`src/rtl/arm_mem.sv`:
```
// arm_mem: unified instruction/data word RAM plus an MMIO window (GPIO, TX FIFO,
// STATUS, CYCCNT) sitting directly behind the multicycle ARM core.
// Optional feature: define ARM_MEM_CYCCNT_EN to build the free-running cycle
// counter. Without it, CYCCNT reads as zero and writes to it are ignored.
module arm_mem #(
  parameter int DEPTH_LOG2 = 6,
  parameter int FIFO_LOG2  = 2
) (
  input  logic        clk,
  input  logic        reset,
  input  logic        MemWrite,
  input  logic [31:0] Adr,
  input  logic [31:0] WriteData,
  output logic [31:0] ReadData,
  output logic [7:0]  gpio_out,
  output logic [7:0]  tx_data,
  output logic        tx_valid,
  input  logic        tx_ready
);

  localparam int DEPTH      = 1 << DEPTH_LOG2;
  localparam int FIFO_DEPTH = 1 << FIFO_LOG2;

  localparam logic [1:0] REG_GPIO   = 2'd0;
  localparam logic [1:0] REG_TXDATA = 2'd1;
  localparam logic [1:0] REG_STATUS = 2'd2;
  localparam logic [1:0] REG_CYCCNT = 2'd3;

  localparam logic [FIFO_LOG2:0] PTR_ONE = 1;

  // Address decode: top nibble 4'hF is MMIO, everything else aliases into RAM.
  logic                  is_mmio;
  logic [1:0]            reg_sel;
  logic [DEPTH_LOG2-1:0] word_idx;
  logic                  unused_adr;

  assign is_mmio    = (Adr[31:28] == 4'hF);
  assign reg_sel    = Adr[3:2];
  assign word_idx   = Adr[DEPTH_LOG2+1:2];
  assign unused_adr = ^{Adr[27:4], Adr[1:0]};

  logic ram_we, gpio_we, push_req, status_we;

  assign ram_we    = MemWrite && !is_mmio;
  assign gpio_we   = MemWrite && is_mmio && (reg_sel == REG_GPIO);
  assign push_req  = MemWrite && is_mmio && (reg_sel == REG_TXDATA);
  assign status_we = MemWrite && is_mmio && (reg_sel == REG_STATUS);

  // Word RAM: asynchronous read, synchronous write, contents never reset.
  logic [31:0] ram_q [DEPTH];

  always_ff @(posedge clk) begin
    if (ram_we) ram_q[word_idx] <= WriteData;
  end

  // TX FIFO bookkeeping; the extra pointer bit distinguishes full from empty.
  logic [7:0]         fifo_q [FIFO_DEPTH];
  logic [FIFO_LOG2:0] wr_ptr_q, wr_ptr_d, rd_ptr_q, rd_ptr_d, count;
  logic               empty, full, push, pop;
  logic               ovf_q, ovf_d;
  logic [7:0]         gpio_q, gpio_d;

  assign count    = wr_ptr_q - rd_ptr_q;
  assign empty    = (wr_ptr_q == rd_ptr_q);
  assign full     = (wr_ptr_q[FIFO_LOG2] != rd_ptr_q[FIFO_LOG2]) &&
                    (wr_ptr_q[FIFO_LOG2-1:0] == rd_ptr_q[FIFO_LOG2-1:0]);
  assign tx_valid = !empty;
  assign tx_data  = empty ? 8'h00 : fifo_q[rd_ptr_q[FIFO_LOG2-1:0]];
  assign pop      = tx_valid && tx_ready;
  assign push     = push_req && !full;
  assign gpio_out = gpio_q;

  // FIFO storage write; a push into a full FIFO never reaches the array.
  always_ff @(posedge clk) begin
    if (push) fifo_q[wr_ptr_q[FIFO_LOG2-1:0]] <= WriteData[7:0];
  end

  // Next-state for GPIO, FIFO pointers and the sticky overflow flag.
  always_comb begin
    gpio_d   = gpio_q;
    wr_ptr_d = wr_ptr_q;
    rd_ptr_d = rd_ptr_q;
    ovf_d    = ovf_q;
    if (gpio_we) gpio_d = WriteData[7:0];
    if (push)    wr_ptr_d = wr_ptr_q + PTR_ONE;
    if (pop)     rd_ptr_d = rd_ptr_q + PTR_ONE;
    if (push_req && full) begin
      ovf_d = 1'b1;
    end else if (status_we && WriteData[FIFO_LOG2+5]) begin
      ovf_d = 1'b0;
    end
  end

  // MMIO state register; reset empties the FIFO immediately.
  always_ff @(posedge clk or negedge reset) begin
    if (!reset) begin
      gpio_q   <= '0;
      wr_ptr_q <= '0;
      rd_ptr_q <= '0;
      ovf_q    <= 1'b0;
    end else begin
      gpio_q   <= gpio_d;
      wr_ptr_q <= wr_ptr_d;
      rd_ptr_q <= rd_ptr_d;
      ovf_q    <= ovf_d;
    end
  end

  logic [31:0] cyc_rd;

`ifdef ARM_MEM_CYCCNT_EN
  logic        cyc_we;
  logic [31:0] cyc_q, cyc_d;

  assign cyc_we = MemWrite && is_mmio && (reg_sel == REG_CYCCNT);
  assign cyc_rd = cyc_q;

  // Free-running counter; a CYCCNT write wins over the increment.
  always_comb begin
    cyc_d = cyc_q + 32'd1;
    if (cyc_we) cyc_d = '0;
  end

  // Counter register.
  always_ff @(posedge clk or negedge reset) begin
    if (!reset) cyc_q <= '0;
    else        cyc_q <= cyc_d;
  end
`else
  assign cyc_rd = '0;
`endif

  // Status word assembled from pre-edge FIFO state.
  logic [31:0] status;

  always_comb begin
    status                      = '0;
    status[0]                   = empty;
    status[1]                   = full;
    status[FIFO_LOG2+4:2]       = {2'b00, count};
    status[FIFO_LOG2+5]         = ovf_q;
  end

  // Combinational read mux back to the core.
  always_comb begin
    ReadData = '0;
    if (!is_mmio) begin
      ReadData = ram_q[word_idx];
    end else begin
      case (reg_sel)
        REG_GPIO:   ReadData = {24'b0, gpio_q};
        REG_TXDATA: ReadData = '0;
        REG_STATUS: ReadData = status;
        REG_CYCCNT: ReadData = cyc_rd;
        default:    ReadData = '0;
      endcase
    end
  end

endmodule

```
`config.mk`:
```
export PLATFORM = sky130hd
export DESIGN_NAME = arm_mem
export DESIGN_NICKNAME = d
export VERILOG_FILES = /design/src/rtl/arm_mem.sv
export SDC_FILE = /design/constraint.sdc
export NUM_CORES = 2
export LEC_CHECK = 0
export ABC_AREA = 1
export CORE_MARGIN = 4
export CORE_UTILIZATION = 50
export DETAILED_ROUTE_END_ITERATION = 6
export PLACE_DENSITY_LB_ADDON = 0.1
export SETUP_SLACK_MARGIN = 0.02
export SLEW_MARGIN = 20
export SYNTH_ARGS = -nofsm -noshare
export SYNTH_HDL_FRONTEND = slang
export SYNTH_SLANG_ARGS = --single-unit
```
`constraint.sdc`:
```
create_clock -name clk -period 2.7 [get_ports clk]
set_input_delay 0.54 -clock clk [delete_from_list [all_inputs] [get_ports clk]]
set_output_delay 0.54 -clock clk [all_outputs]
set_load 0.01 [all_outputs]
```
==> results.sh <==
export IMPL_cts_buffer_depth=3
export IMPL_count_leader_synth="edfxtp_1"
export IMPL_slew_viol_final=0
export IMPL_synth_top_cells_by_count="edfxtp_1, nand2_1, nor2_1, nand3_1, o21ai_0"
export IMPL_layout_drive_gt1_share=0.230
export IMPL_post_synth_inst_count=6788
export IMPL_grtUsageMet2=0.472
export IMPL_worst_path_dominant_cell_family="buffers and inverters"
export IMPL_yosysWarnings=0
export IMPL_iteration_0_drc_count_of_the_detailed_router=6803
export IMPL_critical_path_slowest_cell="nor2_2"
export IMPL_routed_wl_um=261000
export IMPL_clk_root_buffer_cell="clkbuf_16"
export IMPL_synthesis_area_um2=83000
export IMPL_wl_per_cell_um=26.2
export IMPL_drtPass1Iterations=6
export IMPL_grt_antenna_before_repair=15
export IMPL_finalPower_mw=71.2
export IMPL_tightestPinTransition_ns=0.966
export IMPL_ys_async_sr_fraction=0.00716
export IMPL_crit_reg2reg_capture="fifo_q[1][0]"
export IMPL_drcViolationCount=0
export IMPL_cts_tree="done"
export IMPL_crit_path_max_incr_delay_ns=0.21
export IMPL_multi_input_comb_area_um2=20400
export IMPL_ys_seq_area_frac=0.757
export IMPL_grt_util_all_layers=0.290
export IMPL_yosys_area_top_type_share=0.752
export IMPL_grt_first_pass_wirelength_um=371000
export IMPL_chipWidth_um=416
export IMPL_cts_buffers=208
export IMPL_globalRouteMet3Util=0.0403
export IMPL_synth_top_cells_by_area="edfxtp_1, nand2_1, nor2_1, nand3_1, nand4_1"
export IMPL_core_area_um2=165000
export IMPL_area_growth_synth_to_final_pct=27.2
export IMPL_maxCapViolCount=0
export IMPL_vias_in_the_first_global_route=53600
export IMPL_finish_cell_count_without_fillers=9932
export IMPL_post_route_util=0.640
export IMPL_slew_limit_headroom=0.356
export IMPL_worstRegToRegCells=10
export IMPL_rsz0062_at_grt="yes"
export IMPL_cts_htree_levels=4
export IMPL_p_leak_nw=38.0
export IMPL_setup_viol=40
export IMPL_hold_buffers=0
export IMPL_clk_pin_slew_ns=0.06
export IMPL_fill_cells=12300
export IMPL_crit_path_cell_trace="buf_16 > nor2_4 > buf_4 > buf_12 > buf_12 > buf_6 > a21oi_1 > nand4_1 > nand3_2 > nand2_4 > inv_1 > nand2_1 > nor2_1 > nor2_2 > buf_4 > clkdlybuf4s15_2"
export IMPL_vias_per_cell=5.73
export IMPL_regToRegSetupSlack_ns=0.63
export IMPL_footprint_of_the_flip_flops_and_latches_um2=62800
export IMPL_ioPinCount=117
export IMPL_global_route_usage_met1=0.418
export IMPL_placementRows=149
export IMPL_synth_top_area_cell="edfxtp_1"
export IMPL_io_buffers=94
export IMPL_highest_achievable_clock_rate_mhz=317
export IMPL_dr_total_vias=56900
export IMPL_globalRouteOverflowTotal=0
export IMPL_setup_worst_path_end_class="output port"
export IMPL_drtAntennaViolNets=0
export IMPL_worst_endpoint_required_ns=2.16
export IMPL_finalHoldViolCount=0
export IMPL_power_density_cell_area_nw_per_um2=674
export IMPL_syn_avg_cell_area_um2=12.2
export IMPL_finalWeightedCongestion=0.837
export IMPL_crit_reg2reg_launch="rd_ptr_q[0]"
export IMPL_post_route_min_period_ns=3.16
export IMPL_worstSkewPairLatency_ns=0.85
export IMPL_synth_cell_type_count=33
export IMPL_ys_seq_elements=2095
export IMPL_critical_path_startpoint_type="input pin"
export IMPL_layout_setup_ws_ns=-0.456
export IMPL_violated_checks="negative setup slack"
export IMPL_numPlacedInstances=9345
export IMPL_cts_sinks=2095
export IMPL_final_setup_skew_ns=0.0148
export IMPL_critical_path_buf_inv_count=8
export IMPL_status="complete, but fails checks"
export IMPL_synth_edf_count=2080
export IMPL_final_hold_worst_slack_ns=0.0713
export IMPL_synth_nets=6864
export IMPL_worstHoldPathType="input pin to asynchronous set/reset pin"
export IMPL_crit_path_max_fanout=12
export IMPL_vdd_ir_drop_worst_v=0.000721
export IMPL_start_util=0.503
export IMPL_floorplan_die_area_um2=173000
export IMPL_maximum_number_of_pins_on_one_net_before_global_route_repair=70
export IMPL_dp_final_hpwl_um=152000
export IMPL_fin_crit_sh=1.17
export IMPL_die_height_um=416
export IMPL_final_nets=7639
export IMPL_synthFlopType="edfxtp_1"
export IMPL_crit_type="input pin to output port"
export IMPL_worst_ep_arrival_time_ns=2.62
export IMPL_globalRoute_busiestLayer="met2"
[cell usage in the layout (no fill, tap or decap), drive strengths merged, types with 9 or more instances in the layout]
master and instances:
nand4 281, nand2 1610, edfxtp 2080, nor2 1012
o21ai 396, inv 261, clkbuf 293, bufbuf 9
buf 898, a21oi 157, clkdlybuf4s50 15, a22oi 26
bufinv 9, clkinv 107, dfrtp 15, nand3 534
[logic make-up (layout without fill, tap and decap cells)]
logic type	Yosys count	after routing	share of synthesized area
other	0	5	0
xor gates and xnor gates	5	5	0.000527
and+or+nand+nor	3442	3442	0.172
muxes	8	8	0.00108
DFF	2095	2095	0.757
adders and majority gates	8	8	0.00130
AOI/OAI and AO/OA	585	585	0.0363
buffers and inverters	645	1595	0.0318
[worst register-to-register path, stage by stage, from the launching register on]
cell	delay, ns
dfrtp_2	0.44
ha_4	0.26
buf_4	0.13
nand2_1	0.05
nor2_1	0.04
buf_4	0.17
nor2_1	0.13
buf_4	0.18
inv_1	0.08
nor2_1	0.09
buf_4	0.19
[per-stage QoR]
step | cell area [um2] | setup WS (ns) | TNS, ns
global placement | 93500 | -1.41 | -563.27
floorplan | 83600 | -0.0762 | -124.33
detailed placement | 93500 | -1.37 | -560.70
global route | 106000 | -0.518 | -13.84
CTS | 103000 | -0.493 | -11.59
finish | 106000 | -0.456 | -11.24
[layer usage]
metal  wire, um  vias to the layer above  share of wire
met5          0                        -              0
met4       6370                        0          0.024
met3      20900                      375          0.080
met2     126000                     2588           0.48
met1     108000                    28500           0.41
li1           -                    25500              -
[registers in the layout, indices dropped and copies added, names as in the netlist]
name and flops:
fifo_q 32, gpio_out 8, ovf_q 1, ram_q 2048
rd_ptr_q 3, wr_ptr_q 3
[cell type report]
| class | instances | area share |
|---|---|---|
| inverter | 263 | 0.0103 |
| clock inverter | 116 | 0.00876 |
| sequential | 2095 | 0.595 |
| multi-input combinational | 4048 | 0.193 |
| antenna | 5 | 0.000118 |
| clock buffer | 269 | 0.0517 |
| timing repair buffer | 947 | 0.115 |
| tap | 2189 | 0.0259 |
[where the power goes]
part           switching, mW  internal [mW]
combinational           4.61           3.04
clock                   12.3           15.1
sequential             0.109           36.0
[worst max-delay path by stage]
stage              endpoint  depth (start not counted)        start
6_report       ReadData[10]                         16       Adr[3]
2_1_floorplan  ram_q[17][0]                          7       Adr[4]
5_1_grt         ReadData[4]                          9  wr_ptr_q[0]
3_3_place_gp   ReadData[10]                         14       Adr[7]
4_1_cts         ReadData[4]                          9  wr_ptr_q[0]
3_5_place_dp   ReadData[10]                         14       Adr[7]
[what timing repair did]
| item | CTS | global route |
|---|---|---|
| setup endpoints to repair | 41 | 41 |
| hold endpoints to repair | 0 | 0 |
| resized for setup | 684 | 444 |
| gates cloned | 28 | 26 |
| buffers inserted | 80 | 92 |
| pin swaps | 204 | 262 |
No activity file was read; power rests on OpenSTA's default activity.
